`src/rtl/fir_coef_loader.sv`:
```
// fir_coef_loader: streams ORD+1 coefficient words into an FIR coefficient
// RAM, then holds the FIR sample input at zero long enough to flush its
// delay line before handing the raw sample stream back.
module fir_coef_loader #(
  parameter int ORD         = 10,
  parameter int DATA_W      = 24,
  parameter int COEF_ADDR_W = 4
) (
  input  logic                   clk_i,
  input  logic                   rst_i,
  input  logic                   start_i,
  input  logic                   coef_valid_i,
  input  logic [DATA_W-1:0]      coef_data_i,
  output logic                   coef_ready_o,
  input  logic [DATA_W-1:0]      u_i,
  output logic [DATA_W-1:0]      u_out,
  output logic [COEF_ADDR_W-1:0] coef_addr_out,
  output logic [DATA_W-1:0]      coef_out,
  output logic                   we_out,
  output logic                   busy_o,
  output logic                   done_o
);

  typedef enum logic [1:0] {
    IDLE  = 2'd0,
    LOAD  = 2'd1,
    FLUSH = 2'd2
  } state_t;

  localparam logic [COEF_ADDR_W-1:0] LAST = COEF_ADDR_W'(ORD);

  state_t                 state;
  logic [COEF_ADDR_W-1:0] idx;
  logic [COEF_ADDR_W-1:0] fcnt;

  // Handshake and status come straight from the state register.
  assign coef_ready_o = (state == LOAD);
  assign busy_o       = (state != IDLE);

  // Load sequencer, registered FIR write port and sample gating.
  always_ff @(posedge clk_i) begin
    if (rst_i) begin
      state         <= IDLE;
      idx           <= '0;
      fcnt          <= '0;
      u_out         <= '0;
      coef_addr_out <= '0;
      coef_out      <= '0;
      we_out        <= 1'b0;
      done_o        <= 1'b0;
    end else begin
      we_out <= 1'b0;
      done_o <= 1'b0;
      u_out  <= (state == IDLE) ? u_i : '0;
      case (state)
        IDLE: begin
          if (start_i) begin
            state <= LOAD;
            idx   <= '0;
          end
        end
        LOAD: begin
          if (coef_valid_i) begin
            we_out        <= 1'b1;
            coef_addr_out <= idx;
            coef_out      <= coef_data_i;
            if (idx == LAST) begin
              state <= FLUSH;
              fcnt  <= '0;
              idx   <= '0;
            end else begin
              idx <= idx + COEF_ADDR_W'(1);
            end
          end
        end
        FLUSH: begin
          if (fcnt == LAST) begin
            state  <= IDLE;
            done_o <= 1'b1;
          end else begin
            fcnt <= fcnt + COEF_ADDR_W'(1);
          end
        end
        default: state <= IDLE;
      endcase
    end
  end

endmodule

```
`config.mk`:
```
export PLATFORM = sky130hd
export DESIGN_NAME = fir_coef_loader
export DESIGN_NICKNAME = d
export VERILOG_FILES = /design/src/rtl/fir_coef_loader.sv
export SDC_FILE = /design/constraint.sdc
export NUM_CORES = 1
export LEC_CHECK = 0
export BUFFER_PORTS_ARGS = -buffer_cell sky130_fd_sc_hd__buf_2
export CORE_UTILIZATION = 41
export CTS_CLUSTER_SIZE = 12
export DETAILED_ROUTE_END_ITERATION = 10
export PLACE_DENSITY = 0.87
export SYNTH_ARGS = -nofsm -noshare
export SYNTH_HDL_FRONTEND = slang
export SYNTH_SLANG_ARGS = --single-unit
```
`constraint.sdc`:
```
create_clock -name clk_i -period 1.5 [get_ports clk_i]
set_clock_uncertainty 0.15 [all_clocks]
set_input_delay 0 -clock clk_i [delete_from_list [all_inputs] [get_ports clk_i]]
set_output_delay 0 -clock clk_i [all_outputs]
set_load 0.02 [all_outputs]
```
==> impl_metrics.yaml, run 1 <==
placement:
  numPortBuffers: 107
  gp_congestion: 0.829
  place_area_mm2: 0.00290
  hpwl_mm: 3.53
  dp.cells: 415
cts:
  cts_made_buffers: 9
  clkTransAtPathRegs_ps: 70
  cts_tree: "built"
  clockBufferDepth: 2
  htree_num_levels: 3
  cts.sinks: 64
  cts_root_buffer: "clkbuf_8"
  clk_latency_ps: 320
setup_path:
  crit_buf_inv: 1
  slowest_delay_ps: 470
  start_kind: "flop"
  cp_num_cells: 5
  worst-r2r-setup-slack_ps: -60
  worstSetupStartpoint: "fcnt[0]"
  path_cells: "inv_1 > ha_2 > and3b_1 > or4_1 > o31ai_1"
  critPathCaptureType: "flop"
  crit_family: "simple AND/OR/NAND/NOR gates"
  cp-endpoint: "fcnt[0]"
  rr_startpoint: "fcnt[0]"
  r2r_end: "fcnt[0]"
  critPathKind: "reg -> reg"
  critPathSlowestCell: "or4_1"
  required_ps: 1570
  cp.arrival_ps: 1620
  worstRegToRegCells: 5
  path_max_fanout: 3
timing:
  finalCritPeriodShare_pct: 104
  period_minus_slack_ps: 1560
  slew_viol_final: 0
  fmax_ghz: 0.642
  setup_viol: 4
  rsz0062_at_grt: "yes"
  slew_headroom_pct: 77.0
  tightest_slew_ps: 345
  setup_ws_ps: -58.6
  hold_viol: 0
route:
  routedWlPerCell_um: 12.6
  drt_iter0_markers: 63
  final_antenna_net_count: 0
  dr_total_vias: 2255
  drc: 0
  drt-pass1-iter-count: 4
  drt_wl_total_mm: 6.10
  viasPerCell: 4.66
cells_and_area:
  nets: 465
  fin_util_pct: 70.2
  fin_cells: 484
  antenna_cells: 0
  design_area_mm2: 0.00365
  fill_cells: 379
  syn_to_final_growth_pct: 62.2
  layout-drive-gt1-share_pct: 34.8
synthesis:
  yosys-top-cells-area: "dfxtp_1, nand2_1, and2_1"
  synth_top_family_by_area: "simple AND/OR/NAND/NOR gates"
  syn_inst: 241
  synthArstFlopShare_pct: 0
  synth_area_leader_cell: "dfxtp_1"
  synth_top_area_share_pct: 56.9
  synth_xor_area_share_pct: 0.389
  ys_ff_latch: 64
  synthDistinctLibCells: 32
  muxShareOfSynthArea_pct: 0.889
  yosys_warnings: 0
  synth-compound-area-share_pct: 10.4
  syn_area_mm2: 0.00225
  syn_nets: 297
  synth_edf_count: 0
  postSynthAreaPerCell_um2: 9.35
  synth-simple-area-share_pct: 24.7
  synth_flop_cell: "dfxtp_1"
  synth_fa_ha_area_share_pct: 2.22
  seq_area_frac_synth_pct: 56.9
global_routing:
  met1_usage_pct: 23.4
  antenna_found_initial: 0
  top_usage_layer: "met2"
  grt_max_degree: 25
  grt_pass1_vias: 2330
  grt_pass1_wl_mm: 10.1
  grt-ovfl-total: 0
  track_usage_pct: 22.1
  grtUsageMet3_pct: 8.86
  grtUsageMet2_pct: 37.3
worst_hold_path:
  hold_depth: 3
  hp-class: "in -> reg"
run:
  cap_violations: 0
status:
  violations: "setup timing"
  outcome: "finished with violations"
power:
  power_mw: 3.87
  ir_drop_v: 0.000728
  total_leakage_power_nw: 1.68
  power_density_mw_per_mm2: 1060
die:
  initial_core_util_pct: 43.3
  io-pin-count: 108
  coreArea_mm2: 0.00520
  die_w_um: 76.1
  die_h_um: 76.1
  rows: 26
  die_area_mm2: 0.00579
-- registers in the layout (all words and copies together) (netlist names) --
register       count
coef_out          24
u_out             24
coef_addr_out      4
fcnt               4
idx                4
state              2
done_o             1
we_out             1
-- what timing repair did --
item                       in CTS  in global routing
cloned                          0                  0
hold buffers                   51                  0
setup buffers                   0                  2
setup endpoints to repair       4                  9
hold endpoints to repair       58                  0
gates resized for setup         1                  3
-- worst min-delay path by stage --
stage	slack [ps]	from	end
global placement	50	u_i[10]	u_out[10]
CTS	230	u_i[2]	u_out[2]
floorplan	-30	u_i[0]	u_out[0]
detailed placement	50	u_i[15]	u_out[15]
global route	240	u_i[15]	u_out[15]
finish	260	u_i[19]	u_out[19]
-- cell usage in the layout, fill, tap and decap left out, types with 3 or more instances in the layout --
cell / count
ha_1: 3
buf_2: 107
inv_1: 5
dlygate4sd3_1: 51
clkbuf_8: 9
nor2_1: 3
a21oi_1: 28
nand3_1: 3
o32ai_1: 3
buf_4: 13
nand2_1: 58
and2_1: 24
nand2b_1: 4
dfxtp_1: 61
nand3b_1: 4
-- cell families after synthesis --
logic type | Yosys count
AOI/OAI and AO/OA | 40
DFF | 64
xor gates and xnor gates | 1
muxes | 2
buffers and inverters | 20
adders and majority gates | 4
and+or+nand+nor | 110
-- area by class of cell --
class | count | area (um^2) | share of cell area [%]
multi-input combinational | 157 | 877 | 24.0
clock buffer | 9 | 124 | 3.39
clock inverter | 7 | 95.1 | 2.60
inverter | 5 | 18.8 | 0.514
sequential | 64 | 1290 | 35.2
tap | 70 | 87.6 | 2.40
timing repair buffer | 172 | 1160 | 31.8
-- report_power, final --
group	switching (mW)	internal [mW]
combinational	0.247	0.248
sequential	0.0257	1.76
clock	0.648	0.937
total	0.921	2.95
-- metrics by stage --
stage | hold WS (ps) | TNS [ps] | setup WS (ps)
after detailed placement | 51.5 | -108 | -65.4
after global placement | 48.6 | 0 | 36.7
after CTS | 234 | -127 | -74.7
after floorplan | -28.3 | 0 | 20.8
after global routing | 237 | -361 | -123
final | 257 | -93.1 | -58.6
-- metal layers --
layer  vias up  wire length [um]
met5         -                 0
met4         0               127
met1       998              2540
met3        14               637
li1       1141                 -
met2       102              2800
-- cell usage after synthesis, types with 2 or more instances --
| cell | number |
|---|---|
| o32ai_1 | 3 |
| nand2b_1 | 4 |
| dfxtp_1 | 64 |
| a311oi_1 | 2 |
| nor2b_1 | 2 |
| nand3_1 | 3 |
| buf_2 | 2 |
| clkbuf_1 | 7 |
| a41oi_1 | 2 |
| a21oi_1 | 28 |
| nor3_1 | 2 |
| inv_1 | 5 |
| nor2_1 | 3 |
| nand4b_1 | 2 |
| and3b_1 | 2 |
| buf_4 | 6 |
| o31ai_1 | 2 |
| mux2i_1 | 2 |
| nand3b_1 | 4 |
| nand2_1 | 58 |
| and2_1 | 24 |
| ha_1 | 4 |
-- worst min-delay path, delay by kind of cell --
family                 cells  cell delay (ps)
buffers and inverters      2              600
AND/OR/NAND/NOR            1              100
(Power assumes the default switching activity.)
==> run 2: changes to the inputs <==
--- a/config.mk
+++ b/config.mk
@@ -6,10 +6,11 @@
 export NUM_CORES = 1
 export LEC_CHECK = 0
 export BUFFER_PORTS_ARGS = -buffer_cell sky130_fd_sc_hd__buf_2
-export CORE_UTILIZATION = 41
+export CORE_UTILIZATION = 43
+export CTS_BUF_LIST = sky130_fd_sc_hd__clkbuf_8
 export CTS_CLUSTER_SIZE = 12
 export DETAILED_ROUTE_END_ITERATION = 10
-export PLACE_DENSITY = 0.87
+export PLACE_DENSITY = 0.78
 export SYNTH_ARGS = -nofsm -noshare
 export SYNTH_HDL_FRONTEND = slang
 export SYNTH_SLANG_ARGS = --single-unit
==> run 2 against run 1 <==
Against the previous run:
- the flow still finishes with violations (setup timing)
- die area fell by 4.5%
- register-to-register slack hardly changed
- global-route usage is 1.7 points higher
- clock-buffer cell count is 1 higher
- critical endpoint unchanged
- via count about the same
==> impl_metrics.yaml, run 2 (same netlist as run 1, synthesis figures left out) <==
run:
  cap_violations: 0
power:
  ir_drop_v: 0.000797
  total_leakage_power_nw: 1.69
  power_density_mw_per_mm2: 1080
global_routing:
  grt_max_degree: 30
  grt-ovfl-total: 0
  grt_pass1_wl_mm: 9.69
  top_usage_layer: "met2"
  grtUsageMet2_pct: 42.0
  grt_pass1_vias: 2138
  grtUsageMet3_pct: 9.89
  antenna_found_initial: 0
  met1_usage_pct: 25.1
  track_usage_pct: 23.8
cts:
  htree_num_levels: 3
  cts_tree: "built"
  clk_latency_ps: 330
  clockBufferDepth: 2
  cts_made_buffers: 9
  clkTransAtPathRegs_ps: 80
  cts_root_buffer: "clkbuf_8"
  cts.sinks: 64
placement:
  gp_congestion: 0.867
  dp.cells: 411
  numPortBuffers: 107
  post-place-ws_ps: -29.7
  hpwl_mm: 3.45
  place_area_mm2: 0.00289
timing:
  slew_viol_final: 0
  fmax_ghz: 0.645
  slew_headroom_pct: 84.3
  setup_ws_ps: -51.0
  period_minus_slack_ps: 1550
  finalCritPeriodShare_pct: 103
  rsz0062_at_grt: "yes"
  timing.setup.tns_ps: -51.0
  setup_viol: 1
  tightest_slew_ps: 229
  hold_viol: 0
status:
  outcome: "finished with violations"
  violations: "setup timing"
setup_path:
  cp.arrival_ps: 1650
  slowest_delay_ps: 490
  required_ps: 1600
  path_cells: "inv_2 > ha_4 > and3b_2 > or4_4 > o31ai_2"
  start_kind: "flop"
  critPathCaptureType: "flop"
  worst-r2r-setup-slack_ps: -50
  crit_family: "simple AND/OR/NAND/NOR gates"
  crit_buf_inv: 1
  critPathSlowestCell: "or4_4"
  critPathKind: "reg -> reg"
  path_max_fanout: 3
route:
  viasPerCell: 4.70
  drt_iter0_markers: 72
  dr_total_vias: 2254
  routedWlPerCell_um: 13.7
  final_antenna_net_count: 0
  drt_wl_total_mm: 6.57
  drt-pass1-iter-count: 4
  drc: 0
cells_and_area:
  antenna_cells: 0
  design_area_mm2: 0.00369
  fill_cells: 327
  fin_cells: 480
  multi_input_area_um2: 910
  layout-drive-gt1-share_pct: 36.3
  seqCellArea_mm2: 0.00129
  syn_to_final_growth_pct: 63.7
  biggestRegsByFlops: "coef_out (24), u_out (24)"
  nets: 464
  final_cell_mix: "buf_2, dfxtp_1, nand2_1"
  layout_commonest_cell: "buf_2"
die:
  rows: 25
  die_h_um: 74.4
  coreArea_mm2: 0.00488
  die_w_um: 74.4
  die_area_mm2: 0.00553
  initial_core_util_pct: 46.2
  io-pin-count: 108
worst_hold_path:
  hp-class: "in -> reg"
==> run 2: stage by stage <==
step	power, mW	util [%]	hold slack [ps]
finish	3.97	75.5	261
global route	4.13	75.5	258
CTS	3.98	74.5	231
detailed placement	2.21	59.2	51.5
global placement	2.20	59.2	49.5
floorplan	2.04	-	-28.3
==> run 2: what timing repair did <==
action                     CTS  global route
pin swaps                    0             3
setup endpoints to repair    3             6
hold endpoints to repair    53             0
resized for setup            2            10
setup buffers                0             2
hold buffers                51             0
==> run 2: final cells by class <==
cell class | instances | area share [%]
well taps | 67 | 2.27
repair buffers | 171 | 31.4
clock inverters | 6 | 2.48
multi-input cells | 157 | 24.7
clock buffers | 10 | 3.73
inverters | 5 | 0.509
flip-flops and latches | 64 | 35.0
==> run 2: worst reg2reg max path: stages, from the launching register on <==
cell and delay, ps:
dfxtp_2 340, inv_2 50, ha_4 150, and3b_2 220, or4_4 490, o31ai_2 70
==> run 2: power breakdown <==
part	switching (mW)	leakage (nW)	internal, mW	total, mW
Combinational	0.252	1.06	0.247	0.499
Clock	0.686	0.105	0.986	1.67
Sequential	0.0298	0.525	1.76	1.79
Total	0.968	1.69	3.00	3.97
==> run 2: metal layers <==
| metal | routed length (um) | share of wire, % | up-vias |
|---|---|---|---|
| met2 | 3300 | 50 | 94 |
| met1 | 2650 | 40 | 1022 |
| li1 | - | - | 1127 |
| met3 | 548 | 8.3 | 11 |
| met4 | 76 | 1.2 | 0 |
| met5 | 0 | 0 | - |
==> run 2: worst paths after layout <==
check | start | endpoint | cells past startpoint
worst max-delay path | fcnt[0] | fcnt[0] | 5
worst min-delay path | u_i[16] | u_out[16] | 3
worst max register to register | fcnt[0] | fcnt[0] | 5
worst min register to register | coef_addr_out[2] | coef_addr_out[2] | 2
==> run 3: changes to the inputs <==
--- a/config.mk
+++ b/config.mk
@@ -5,12 +5,14 @@
 export SDC_FILE = /design/constraint.sdc
 export NUM_CORES = 1
 export LEC_CHECK = 0
+export ABC_AREA = 1
 export BUFFER_PORTS_ARGS = -buffer_cell sky130_fd_sc_hd__buf_2
 export CORE_UTILIZATION = 43
 export CTS_BUF_LIST = sky130_fd_sc_hd__clkbuf_8
+export CTS_CLUSTER_DIAMETER = 40
 export CTS_CLUSTER_SIZE = 12
 export DETAILED_ROUTE_END_ITERATION = 10
-export PLACE_DENSITY = 0.78
+export PLACE_DENSITY = 0.77
 export SYNTH_ARGS = -nofsm -noshare
 export SYNTH_HDL_FRONTEND = slang
 export SYNTH_SLANG_ARGS = --single-unit
==> run 3 against run 2 <==
Against the previous run:
- the flow now finishes without violations
- highest routed layer unchanged
- largest power group unchanged
- clock-buffer cell count increased by 1
- first-iteration DRC count decreased by 33%
- synthesized area increased by 4.2%
- routed wire length decreased by 2.2%
- largest cell class unchanged
- worst hold slack improved by 17 ps
- register-to-register slack improved by 170 ps
==> impl_metrics.yaml, run 3 <==
synthesis:
  synthArstFlopShare_pct: 0
  synth_most_common_cell: "dfxtp_1"
  yosys-top-cells-area: "dfxtp_1, nand2_1, nand3_1"
  syn_area_mm2: 0.00235
  synthDistinctLibCells: 19
  synth_edf_count: 0
  ys_ff_latch: 64
  postSynthAreaPerCell_um2: 7.87
  ys_top_cells_by_count: "dfxtp_1, nand2_1, nor2_1, inv_1, nand3_1"
  synth_flop_cell: "dfxtp_1"
  syn_nets: 354
  seq_area_frac_synth_pct: 54.6
  synth_top_area_share_pct: 54.6
  syn_inst: 298
  synth_area_leader_cell: "dfxtp_1"
  yosys_warnings: 0
power:
  swShare_pct: 36.6
  p_int_mw: 3.39
  ir_drop_v: 0.000952
  power_switching_mw: 1.95
  p_seq_share_pct: 41.2
  power_density_mw_per_mm2: 1450
  p_clk_share_pct: 23.9
  combPwrFrac_pct: 34.9
  total_leakage_power_nw: 1.84
cells_and_area:
  biggestRegsByFlops: "coef_out (24), u_out (24)"
  seqCellArea_mm2: 0.00129
  nets: 514
  layout_commonest_cell: "buf_2"
  fill_cells: 345
  antenna_cells: 0
  syn_to_final_growth_pct: 56.6
  design_area_mm2: 0.00367
  multi_input_area_um2: 861
  final_cell_mix: "buf_2, dfxtp_1, nand2_1, dlygate4sd3_1, nor2_1"
  layout-drive-gt1-share_pct: 31.6
setup_path:
  cp_num_cells: 4
  cp.arrival_ps: 1270
  start_kind: "flop"
  crit_family: "buffers and inverters"
  required_ps: 1350
  critPathCaptureType: "primary output"
  critPathKind: "reg -> out"
  slowest_delay_ps: 380
  critPathSlowestCell: "dfxtp_2"
  path_max_fanout: 10
  path_cells: "inv_2 > nor2_4 > buf_4 > buf_2"
  worstRegToRegCells: 5
  crit_buf_inv: 3
die:
  die_w_um: 75.9
  io-pin-count: 108
  initial_core_util_pct: 45.4
  coreArea_mm2: 0.00517
  die_area_mm2: 0.00576
  rows: 26
  die_h_um: 75.9
cts:
  clk_latency_ps: 320
  cts.sinks: 64
  cts_root_buffer: "clkbuf_8"
  cts_made_buffers: 9
  clockBufferDepth: 2
  htree_num_levels: 3
  cts_tree: "built"
  clkTransAtPathRegs_ps: 70
global_routing:
  top_usage_layer: "met2"
  track_usage_pct: 22.5
  antenna_found_initial: 0
  grt_max_degree: 30
  grtUsageMet3_pct: 8.07
  grtUsageMet2_pct: 39.7
  grt_pass1_wl_mm: 9.64
  grt-ovfl-total: 0
  grt_pass1_vias: 2303
  met1_usage_pct: 24.2
worst_hold_path:
  hp-class: "in -> reg"
  hold_depth: 4
placement:
  hpwl_mm: 3.67
  gp_congestion: 0.877
  place_area_mm2: 0.00296
  numPortBuffers: 107
timing:
  finalCritPeriodShare_pct: 94.7
  rsz0062_at_grt: "no"
  slew_viol_final: 0
  fmax_ghz: 0.704
  setup_viol: 0
  period_minus_slack_ps: 1420
  timing.setup.tns_ps: 0
  slew_headroom_pct: 76.6
  tightest_slew_ps: 351
  hold_viol: 0
route:
  drt_iter0_markers: 48
  routedWlPerCell_um: 12.1
  final_antenna_net_count: 0
  dr_total_vias: 2453
  drc: 0
  drt-pass1-iter-count: 4
  viasPerCell: 4.61
  drt_wl_total_mm: 6.42
status:
  outcome: "completed"
run:
  cap_violations: 0
==> run 3: path summary, 6_finish.rpt <==
check / start / end / slack [ps]
worst max-delay path: state[0] / coef_ready_o / 80
worst min-delay path: u_i[11] / u_out[11] / 280
worst max register to register: state[0] / coef_out[8] / 120
worst min register to register: coef_out[20] / coef_out[20] / 310
==> run 3: tightest hold or removal path, delay by kind of cell <==
kind	cells	cell delay (ps)
and+or+nand+nor	1	80
buffers and inverters	3	640
==> run 3: cell families (layout without fill, tap and decap cells) <==
kind of cell | count (synthesis) | count (layout) | share of synthesized area [%]
and+or+nand+nor | 137 | 137 | 24.8
AOI/OAI and AO/OA | 36 | 36 | 7.95
adders and majority gates | 4 | 4 | 2.13
buffers and inverters | 55 | 219 | 9.76
DFF | 64 | 64 | 54.6
xor gates and xnor gates | 2 | 2 | 0.747
==> run 3: power groups by stage <==
stage               Clock (mW)  Sequential (mW)  Combinational, mW
floorplan                    0             2.45              0.910
global placement             0             2.19               1.67
detailed placement           0             2.21               1.69
CTS                       1.31             2.17               1.80
global route              1.38             2.24               2.08
finish                    1.28             2.20               1.86
==> run 3: area by class of cell <==
class / count / share of cell area [%]
flip-flops and latches: 64 / 35.0
repair buffers: 164 / 30.4
multi-input cells: 179 / 23.4
clock buffers: 11 / 4.12
inverters: 40 / 4.09
well taps: 70 / 2.38
clock inverters: 4 / 0.579
==> run 3: timing repair <==
action	CTS	global route
buffers inserted	0	0
hold buffers	51	0
resized for setup	0	11
hold endpoints to repair	57	0
setup endpoints to repair	0	9
==> run 3: per-layer routing <==
layer | wire length (um) | vias to the layer above
met2 | 3030 | 109
met3 | 607 | 5
met4 | 47 | 0
met5 | 0 | -
met1 | 2740 | 1097
li1 | - | 1242
==> run 3: through the flow <==
stage          std cells  hold WS, ps  power [mW]  setup slack [ps]  utilization, %
2_1_floorplan        298        -37.8        3.36               168               -
3_3_place_gp         466         60.3        3.86               135            57.2
3_5_place_dp         466         69.1        3.90              66.9            57.2
4_1_cts              532          255        5.28              12.4            70.4
5_1_grt              532          280        5.70             0.791            71.0
6_report             532          278        5.34              79.5            71.0
